**config.mk**
```make
export PLATFORM = sky130hd
export DESIGN_NAME = seg_display_scheduler
export DESIGN_NICKNAME = d
export VERILOG_FILES = /design/src/rtl/seg_display_scheduler.sv
export SDC_FILE = /design/constraint.sdc
export NUM_CORES = 1
export LEC_CHECK = 0
export ABC_AREA = 1
export BUFFER_PORTS_ARGS = -buffer_cell sky130_fd_sc_hd__buf_4
export CAP_MARGIN = 20
export CORE_ASPECT_RATIO = 0.8
export CORE_MARGIN = 3
export CORE_UTILIZATION = 50
export DETAILED_ROUTE_END_ITERATION = 8
export GPL_TIMING_DRIVEN = 1
export PLACE_DENSITY_LB_ADDON = 0.12
export RECOVER_POWER = 25
export REMOVE_ABC_BUFFERS = 1
export SLEW_MARGIN = 0
export SYNTH_ARGS = -nofsm -noshare
export SYNTH_HDL_FRONTEND = slang
export SYNTH_SLANG_ARGS = --single-unit
```
**constraint.sdc**
```tcl
create_clock -name clk -period 2.7 [get_ports clk]
set_input_delay 0.54 -clock clk [delete_from_list [all_inputs] [get_ports clk]]
set_output_delay 0.54 -clock clk [all_outputs]
set_load 0.005 [all_outputs]
```
**src/rtl/seg_display_scheduler.sv**
```systemverilog
// ---------------------------------------------------------------------------
// seg_display_scheduler
//
// Shares one 8-digit seven-segment display between N_REQ requesters. The
// display is granted round-robin. Each owner keeps it for HOLD_CYCLES cycles.
// A dark gap of BLANK_CYCLES cycles separates consecutive owners. The block
// drives the display's NUMBER and AN_MASK inputs directly.
//
// Optional feature (macro SEG_SCHED_PRIO0_EN):
//   When defined, requester 0 has high priority. It wins every arbitration
//   and preempts any other owner that is being shown.
//   When undefined, arbitration is pure round-robin with no preemption.
//
// Ports:
//   clk        in   system clock, rising edge
//   RESET_N    in   asynchronous active-low reset
//   REQ        in   [N_REQ]    level request per requester
//   REQ_NUMBER in   [32*N_REQ] 8 hex digits per requester
//   REQ_MASK   in   [8*N_REQ]  digit-off mask per requester
//   GRANT      out  [N_REQ]    one-hot current owner, 0 when none
//   OWNER      out  [3]        index of current/last owner
//   SWITCH     out  1-cycle pulse when GRANT gains a new owner
//   NUMBER     out  [32]       to display NUMBER
//   AN_MASK    out  [8]        to display AN_MASK, 8'hFF = all dark
// ---------------------------------------------------------------------------
module seg_display_scheduler #(
  parameter int N_REQ        = 4,
  parameter int HOLD_CYCLES  = 50_000_000,
  parameter int BLANK_CYCLES = 1_000_000
) (
  input  logic                 clk,
  input  logic                 RESET_N,
  input  logic [N_REQ-1:0]     REQ,
  input  logic [32*N_REQ-1:0]  REQ_NUMBER,
  input  logic [8*N_REQ-1:0]   REQ_MASK,
  output logic [N_REQ-1:0]     GRANT,
  output logic [2:0]           OWNER,
  output logic                 SWITCH,
  output logic [31:0]          NUMBER,
  output logic [7:0]           AN_MASK
);

  localparam int MAX_CYC = (HOLD_CYCLES > BLANK_CYCLES) ? HOLD_CYCLES : BLANK_CYCLES;
  localparam int CNT_W   = (MAX_CYC > 1) ? $clog2(MAX_CYC) : 1;

  localparam logic [CNT_W-1:0] HOLD_LOAD  = CNT_W'(HOLD_CYCLES - 1);
  localparam logic [CNT_W-1:0] BLANK_LOAD = CNT_W'(BLANK_CYCLES - 1);
  localparam logic [CNT_W-1:0] CNT_ONE    = CNT_W'(1);

  typedef enum logic [1:0] {
    IDLE  = 2'd0,
    SHOW  = 2'd1,
    BLANK = 2'd2
  } state_t;

  state_t             state;
  logic [CNT_W-1:0]   hold_cnt;
  logic [CNT_W-1:0]   blank_cnt;

  logic               found_hi;
  logic               found_lo;
  logic [2:0]         idx_hi;
  logic [2:0]         idx_lo;
  logic               arb_found;
  logic [2:0]         arb_idx;
  logic [N_REQ-1:0]   arb_onehot;
  logic [31:0]        arb_num;
  logic [7:0]         arb_mask;

  logic               owner_req;
  logic               others_req;
  logic               preempt;
  logic [31:0]        own_num;
  logic [7:0]         own_mask;

  // Round-robin winner search starting just above OWNER. The lowest
  // requester above OWNER wins. If there is none, the search wraps to the
  // lowest requester at or below OWNER. The loop runs downward, so the last
  // hit it records is the lowest index. The previous owner is searched last,
  // so it can only win again when it is the sole requester.
  always_comb begin
    found_hi = 1'b0;
    found_lo = 1'b0;
    idx_hi   = '0;
    idx_lo   = '0;
    for (int i = N_REQ - 1; i >= 0; i--) begin
      if (REQ[i]) begin
        if (i > int'(OWNER)) begin
          found_hi = 1'b1;
          idx_hi   = 3'(i);
        end else begin
          found_lo = 1'b1;
          idx_lo   = 3'(i);
        end
      end
    end
    arb_found = found_hi | found_lo;
    arb_idx   = found_hi ? idx_hi : idx_lo;
`ifdef SEG_SCHED_PRIO0_EN
    if (REQ[0]) begin
      arb_idx = 3'd0;
    end
`endif
  end

  // Winner's one-hot code and its display data, loaded on entry to SHOW.
  always_comb begin
    arb_onehot = '0;
    arb_num    = '0;
    arb_mask   = 8'hFF;
    for (int i = 0; i < N_REQ; i++) begin
      if (arb_idx == 3'(i)) begin
        arb_onehot[i] = 1'b1;
        arb_num       = REQ_NUMBER[32*i +: 32];
        arb_mask      = REQ_MASK[8*i +: 8];
      end
    end
  end

  // In SHOW, GRANT is the owner's one-hot code. It selects the owner's live
  // data and separates the owner's request from the other requests.
  always_comb begin
    owner_req  = |(REQ & GRANT);
    others_req = |(REQ & ~GRANT);
    own_num    = '0;
    own_mask   = 8'hFF;
    for (int i = 0; i < N_REQ; i++) begin
      if (GRANT[i]) begin
        own_num  = REQ_NUMBER[32*i +: 32];
        own_mask = REQ_MASK[8*i +: 8];
      end
    end
  end

`ifdef SEG_SCHED_PRIO0_EN
  assign preempt = REQ[0] & (OWNER != 3'd0);
`else
  assign preempt = 1'b0;
`endif

  // Scheduler FSM. All outputs are registered here.
  // In BLANK and IDLE, NUMBER keeps its last value while AN_MASK is dark.
  // When the dwell expires and the owner is the only requester, the hold
  // counter reloads in place. There is no gap and no SWITCH pulse.
  always_ff @(posedge clk or negedge RESET_N) begin
    if (!RESET_N) begin
      state     <= IDLE;
      GRANT     <= '0;
      OWNER     <= 3'(N_REQ - 1);
      SWITCH    <= 1'b0;
      NUMBER    <= '0;
      AN_MASK   <= 8'hFF;
      hold_cnt  <= '0;
      blank_cnt <= '0;
    end else begin
      SWITCH <= 1'b0;
      case (state)
        IDLE: begin
          if (arb_found) begin
            state    <= SHOW;
            GRANT    <= arb_onehot;
            OWNER    <= arb_idx;
            SWITCH   <= 1'b1;
            NUMBER   <= arb_num;
            AN_MASK  <= arb_mask;
            hold_cnt <= HOLD_LOAD;
          end else begin
            GRANT   <= '0;
            AN_MASK <= 8'hFF;
          end
        end
        SHOW: begin
          if (!owner_req || preempt || (hold_cnt == '0 && others_req)) begin
            state     <= BLANK;
            GRANT     <= '0;
            AN_MASK   <= 8'hFF;
            hold_cnt  <= '0;
            blank_cnt <= BLANK_LOAD;
          end else begin
            NUMBER   <= own_num;
            AN_MASK  <= own_mask;
            hold_cnt <= (hold_cnt == '0) ? HOLD_LOAD : hold_cnt - CNT_ONE;
          end
        end
        BLANK: begin
          if (blank_cnt != '0) begin
            blank_cnt <= blank_cnt - CNT_ONE;
          end else if (arb_found) begin
            state    <= SHOW;
            GRANT    <= arb_onehot;
            OWNER    <= arb_idx;
            SWITCH   <= 1'b1;
            NUMBER   <= arb_num;
            AN_MASK  <= arb_mask;
            hold_cnt <= HOLD_LOAD;
          end else begin
            state <= IDLE;
          end
        end
        default: begin
          state   <= IDLE;
          GRANT   <= '0;
          AN_MASK <= 8'hFF;
        end
      endcase
    end
  end

endmodule

```
==> run metrics, run 1 <==
Main synth FF type=dfrtp_1; Tmin final=2518 ps; die height=between 100 and 150 µm; clk_lat worst skew=roughly 360 ps; CTS tree=built; worst min path class=in2async; largest family of logic cells by synthesized area=simple AND/OR/NAND/NOR gates; adder-cell share of the synthesized area=less than 1%; clock-pin slew on the worst setup and hold paths=~70 ps; final hold viol count=0; dpl cell area=roughly 10000 µm²; Max-slew headroom=between 20% and 30%; Finished Cell Area=between 10000 and 15000 µm²; DP HPWL=19840 µm; htree depth=3; core area=~16000 µm²; top post-synthesis cells by area=dfrtp_1 27%, nand2_1 13%, o21ai_0 8.7%, a21oi_1 7.5%, nand3_1 7.1%; Antenna Nets Post-Route=0; Post-Syn Area=approximately 8400 µm²; total routed wirelength=around 29000 µm; mux share of post-synthesis cell area=0%; DR pass1 iterations=8; largest net degree at the start of global routing=77; Post-CTS Hold Fix Bufs=0; die span in x=between 150 and 200 µm; worst slew pin tran=1099 ps; outcome=finished clean; Synth Area in Compound Gates=20.77%; Antenna diodes=0; Detailed Route Iter0 Violations=between 900 and 1000; top-count cell post-synth=nand2_1; num rows=just over 40; CP required=2950 ps; Post-route DRC=0; Root Driver=clkbuf_16; xor/xnor share of the synthesized area=under 10%; global-route wire length before repair=around 45000 µm; total track usage=a little under a third; P per Cell Area=~1100 nW/µm²; reg2reg end=NUMBER[1]; antenna violations before repair=0; DIE AREA=18310 µm²; Simple-Gate Fraction of Synth Area=a little under two fifths; part of the cycle the worst path needs=between 90 and 100%; crit path kind=reg2reg; synthesized flop and latch total=101; WL per Instance=17.17 µm; clock buffer count from CTS=9; Post-synth EDFFs=0; Reg2Reg Depth=11; Initial Util=roughly 52%; synthesis-to-layout area growth=23.27%; Leak=4.790 nW; Sink Count=just over 100; Slew Limit Fails=0; clock buffer depth=2; max-cap violation count=0; Top-Level Pins=approximately 210; Yosys top cell by area=dfrtp_1; CP Capture Type=flop; vias in the first global route=roughly 9000; maximum clock rate=around 400 MHz; final non-filler cell total=about 1700; WP data arrival=approximately 2800 ps; post-synthesis cell count=approximately 1300; top-area cell type share of the netlist area=between 20% and 30%; layout cells sized above 1=between 20% and 30%; placed cell count=between 1500 and 2000; fin nets=roughly 1600; grt total ovfl=0; placer congestion estimate=between 0.9 and 1; Peak VDD IR=between 0.0006 and 0.0007 V; Fin Setup TNS=0 ps; Seq/Total Area, Yosys=a little under a third; setup violators final=0; Avg Inst Size Synth=around 6.6 µm²; yosys warns=0; most frequent cells after synthesis=297 x nand2_1, 157 x nor2_1, 146 x o21ai_0; via count=about 9500; FF-to-FF Start=OWNER[1]; Critical Path Start Type=flop; Async SR Flop Fraction=100.0%; reg-to-reg slack, setup=180 ps; buffers added on ports=between 200 and 250; Tot Pwr=between 0.01 and 0.015 W; Max FO, Critical Path=34; Netlist cell types=between 50 and 60; RSZ-0062 raised after global routing=no; Worst Skew=~12 ps; Via-to-Cell Ratio=5.724
## flip-flops by register name, summed over array words and instances (netlist names)
signal,flops
AN_MASK,8
GRANT,4
NUMBER,32
OWNER,2
SWITCH,1
blank_cnt,26
hold_cnt,26
state,2
## cell type report
cell class | instances | area [µm²]
multi-input combinational | 1017 | 5121
fill | 1466 | 5756
timing repair buffer | 236 | 1767
clock buffer | 11 | 242.7
clock inverter | 5 | 41.29
tap | 215 | 269.0
inverter | 83 | 320.3
sequential | 101 | 2540
## where the power goes
| group | internal (W) | switching [W] |
|---|---|---|
| Combinational | 0.00250 | 0.00451 |
| Sequential | 0.00217 | 0.000514 |
| Clock | 0.000662 | 0.000637 |
## per-layer routing
metal	part of all wire (%)	global-route usage (%)
met1	43	43.11
met3	10	5.727
met5	0	0
met4	3.0	10.57
met2	44	48.05
## cells in the final DEF, fill, tap and decap left out, drive strengths merged
cell type	count
and2	1
ha	3
o22ai	4
clkinv	4
and3	1
o211ai	4
nand2	319
conb	1
xor2	22
o2111ai	2
dfstp	10
buf	234
o21ai	155
nand3b	1
nor2	174
dfrtp	91
clkbuf	13
o31ai	11
inv	82
nand4	12
and3b	1
a21boi	1
nor3	6
nand3	123
o221ai	7
nor4	2
xnor2	3
or2	36
clkinvlp	2
a21oi	128
## through the flow
| stage | util, % | hold WS, ps | worst slack [ps] |
|---|---|---|---|
| 6_report | 64.15 | 376.0 | 181.6 |
| 5_1_grt | 64.15 | 463.0 | 5.862 |
| 4_1_cts | 64.00 | 192.1 | 127.8 |
| 3_5_place_dp | 62.23 | 478.9 | 166.3 |
| 3_3_place_gp | 62.23 | 480.1 | 263.6 |
| 2_1_floorplan | - | 244.4 | -59.37 |
## cells by family (layout without fill, tap and decap cells)
kind of cell,after synthesis,count (layout)
and+or+nand+nor,674,676
AOI/OAI and AO/OA,312,312
buffers and inverters,151,335
DFF,101,101
xor gates and xnor gates,25,25
adders and majority gates,3,3
other,1,1
## critical path: stages, from the launching register on
cell     delay [ps]
dfstp_2         620
inv_1            70
nand2_1         140
nand2_4          90
nor2_8          170
nand2_2          80
nand2_4         210
nand2_1         220
buf_4           310
or2_2           320
nand3_1          80
a21oi_1          70
## worst max-delay path by stage
stage | cells past startpoint | endpoint | startpoint
after floorplan | 10 | NUMBER[0] | GRANT[2]
after global placement | 12 | AN_MASK[0] | REQ[3]
after detailed placement | 13 | NUMBER[21] | hold_cnt[0]
after CTS | 13 | NUMBER[24] | hold_cnt[0]
after global routing | 12 | AN_MASK[0] | OWNER[1]
final | 11 | NUMBER[1] | OWNER[1]
## timing repair
| action | in CTS | in global routing |
|---|---|---|
| gates resized for setup | 0 | 2 |
| setup buffers | 0 | 2 |
| setup endpoints to repair | 0 | 36 |
Note: power is estimated with default switching activity, not from simulation.
==> run 2: changes to the inputs <==
--- a/config.mk
+++ b/config.mk
@@ -8,9 +8,9 @@
 export ABC_AREA = 1
 export BUFFER_PORTS_ARGS = -buffer_cell sky130_fd_sc_hd__buf_4
 export CAP_MARGIN = 20
-export CORE_ASPECT_RATIO = 0.8
+export CORE_ASPECT_RATIO = 0.75
 export CORE_MARGIN = 3
-export CORE_UTILIZATION = 50
+export CORE_UTILIZATION = 35
 export DETAILED_ROUTE_END_ITERATION = 8
 export GPL_TIMING_DRIVEN = 1
 export PLACE_DENSITY_LB_ADDON = 0.12
==> run 2 against run 1 <==
Compared with the run above: clock power up 5%; flip-flop and latch count unchanged; worst setup slack worse by 22 ps; global-route usage down 6.9 points; critical path type unchanged; largest cell class unchanged; highest routed layer unchanged.
==> run metrics, run 2 (synthesis results as in run 1) <==
placer congestion estimate=roughly 0.84; worst slew pin tran=approximately 1200 ps; grt total ovfl=0; Top-Level Pins=214; worst path bufs/invs=1; WP data arrival=roughly 2800 ps; CP top delay family=simple AND/OR/NAND/NOR gates; commonest non-fill, non-tap cell in the layout=nand2_1; fin util=approximately 45%; layout cells sized above 1=between 20% and 30%; dpl cell area=between 10000 and 15000 µm²; global-route wire length before repair=approximately 49000 µm; worst min path class=in2async; Sink Count=a little over 100; final hold viol count=0; vias in the first global route=8831; via count=slightly above 9000; Tot Pwr=around 0.011 W; CP max stage cell=nor2_2; Tmin final=between 2000 and 3000 ps; part of the cycle the worst path needs=94.07%; Finished Cell Area=10450 µm²; antenna violations before repair=0; clock buffer depth=2; Worst Skew=9.995 ps; Worst path most repeated cell=nand2_1; RSZ-0062 raised after global routing=no; critical path, cell by cell=nor2_1, nand2_1, nand2_1, inv_1, nand2_4, nor2_2, nand2_1, nand3_1, nand3_1, a21oi_1; max-cap violation count=0; Detailed Route Iter0 Violations=638; clock-pin slew on the worst setup and hold paths=~70 ps; Critical Path Stages=10; CTS tree=built; clock buffer count from CTS=9; post_cts resized=0; outcome=finished clean; Post-route DRC=0; Antenna diodes=0; CP required=2990 ps; Top reg by flops=NUMBER; Via-to-Cell Ratio=5.287; Peak VDD IR=~0.00063 V; Root Driver=clkbuf_16; postcts setup bufs=0; total routed wirelength=31460 µm; Initial Util=35.95%; Post-CTS Hold Fix Bufs=0; WL per Instance=17.90 µm; largest net degree at the start of global routing=between 70 and 80; crit path kind=reg2reg; most frequent cells in the layout=297 x nand2_1, 237 x buf_4, 157 x nor2_1; DIE AREA=25790 µm²; P per Cell Area=between 1000 and 1500 nW/µm²; total track usage=between 20% and 30%; die span in x=about 180 µm; core area=roughly 23000 µm²; Antenna Nets Post-Route=0; fill count=2438; DR pass1 iterations=5; Max FO, Critical Path=18; num rows=between 40 and 50; Slew Limit Fails=0; synthesis-to-layout area growth=25.05%; setup violators final=0; CP Capture Type=flop; htree depth=3; Critical Path Start Type=flop; maximum clock rate=around 400 MHz; CP peak stage delay=870 ps; DP HPWL=21940 µm; max reg flops=32; registers with the most flip-flops=NUMBER x32, blank_cnt x26, hold_cnt x26; buffers added on ports=approximately 210; die height=about 140 µm; Max-slew headroom=19.01%; Leak=4.812 nW; clk_lat worst skew=~360 ps; fin nets=1621; Reg2Reg Depth=10
-- run 2: cell count changes in the layout (fill, tap and decap cells not counted), moves of 2 or more --
cell	previous run	this run
dfrtp_2	0	2
inv_6	3	1
dfrtp_1	91	89
buf_4	234	237
clkbuf_2	2	0
clkinv_2	1	4
-- run 2: metal layers --
metal	routed length, µm	global-route usage [%]
met1	15210	35.82
met2	13430	35.58
met3	2243	3.737
met4	574	6.441
met5	0	0
-- run 2: final timing paths --
| kind | from | to | slack (ps) |
|---|---|---|---|
| worst max-delay path | OWNER[1] | AN_MASK[6] | 160 |
| worst min-delay path | RESET_N | NUMBER[8] | 410 |
| worst max register to register | OWNER[1] | AN_MASK[6] | 160 |
| worst min register to register | AN_MASK[0] | AN_MASK[0] | 510 |
| max in group asynchronous | RESET_N | GRANT[2] | 730 |
| min in group clk | REQ_MASK[18] | AN_MASK[2] | 500 |
-- run 2: cell type report --
class	count	area (µm²)	area share (%)
Timing Repair Buffer	240	1810	17.33
Sequential cell	101	2542	24.33
Multi-Input combinational cell	1017	5111	48.91
Inverter	83	320.3	3.065
Clock buffer	10	229.0	2.191
Tap cell	300	375.4	3.592
Clock inverter	6	61.31	0.5867
-- run 2: worst register-to-register path, cell delays in order, from the launching register on --
cell and delay (ps):
dfstp_2 620, nor2_1 60, nand2_1 130, nand2_1 90
inv_1 90, nand2_4 130, nor2_2 870, nand2_1 140
nand3_1 150, nand3_1 80, a21oi_1 130
-- run 2: metrics by stage --
step           TNS (ps)  setup WS, ps  instances  hold slack [ps]
2_1_floorplan     -1900        -59.37       1199            244.4
3_3_place_gp          0         209.7       1739            454.0
3_5_place_dp          0         157.3       1739            459.0
4_1_cts               0         164.3       1755            66.20
5_1_grt               0         4.205       1757            523.7
6_report              0         160.0       1757            405.2
-- run 2: power by group --
| part | internal (W) | total, W | switching, W |
|---|---|---|---|
| logic | 0.00254 | 0.00709 | 0.00455 |
| clock network | 0.000720 | 0.00137 | 0.000648 |
| registers | 0.00217 | 0.00272 | 0.000550 |
| total | 0.00544 | 0.0112 | 0.00574 |
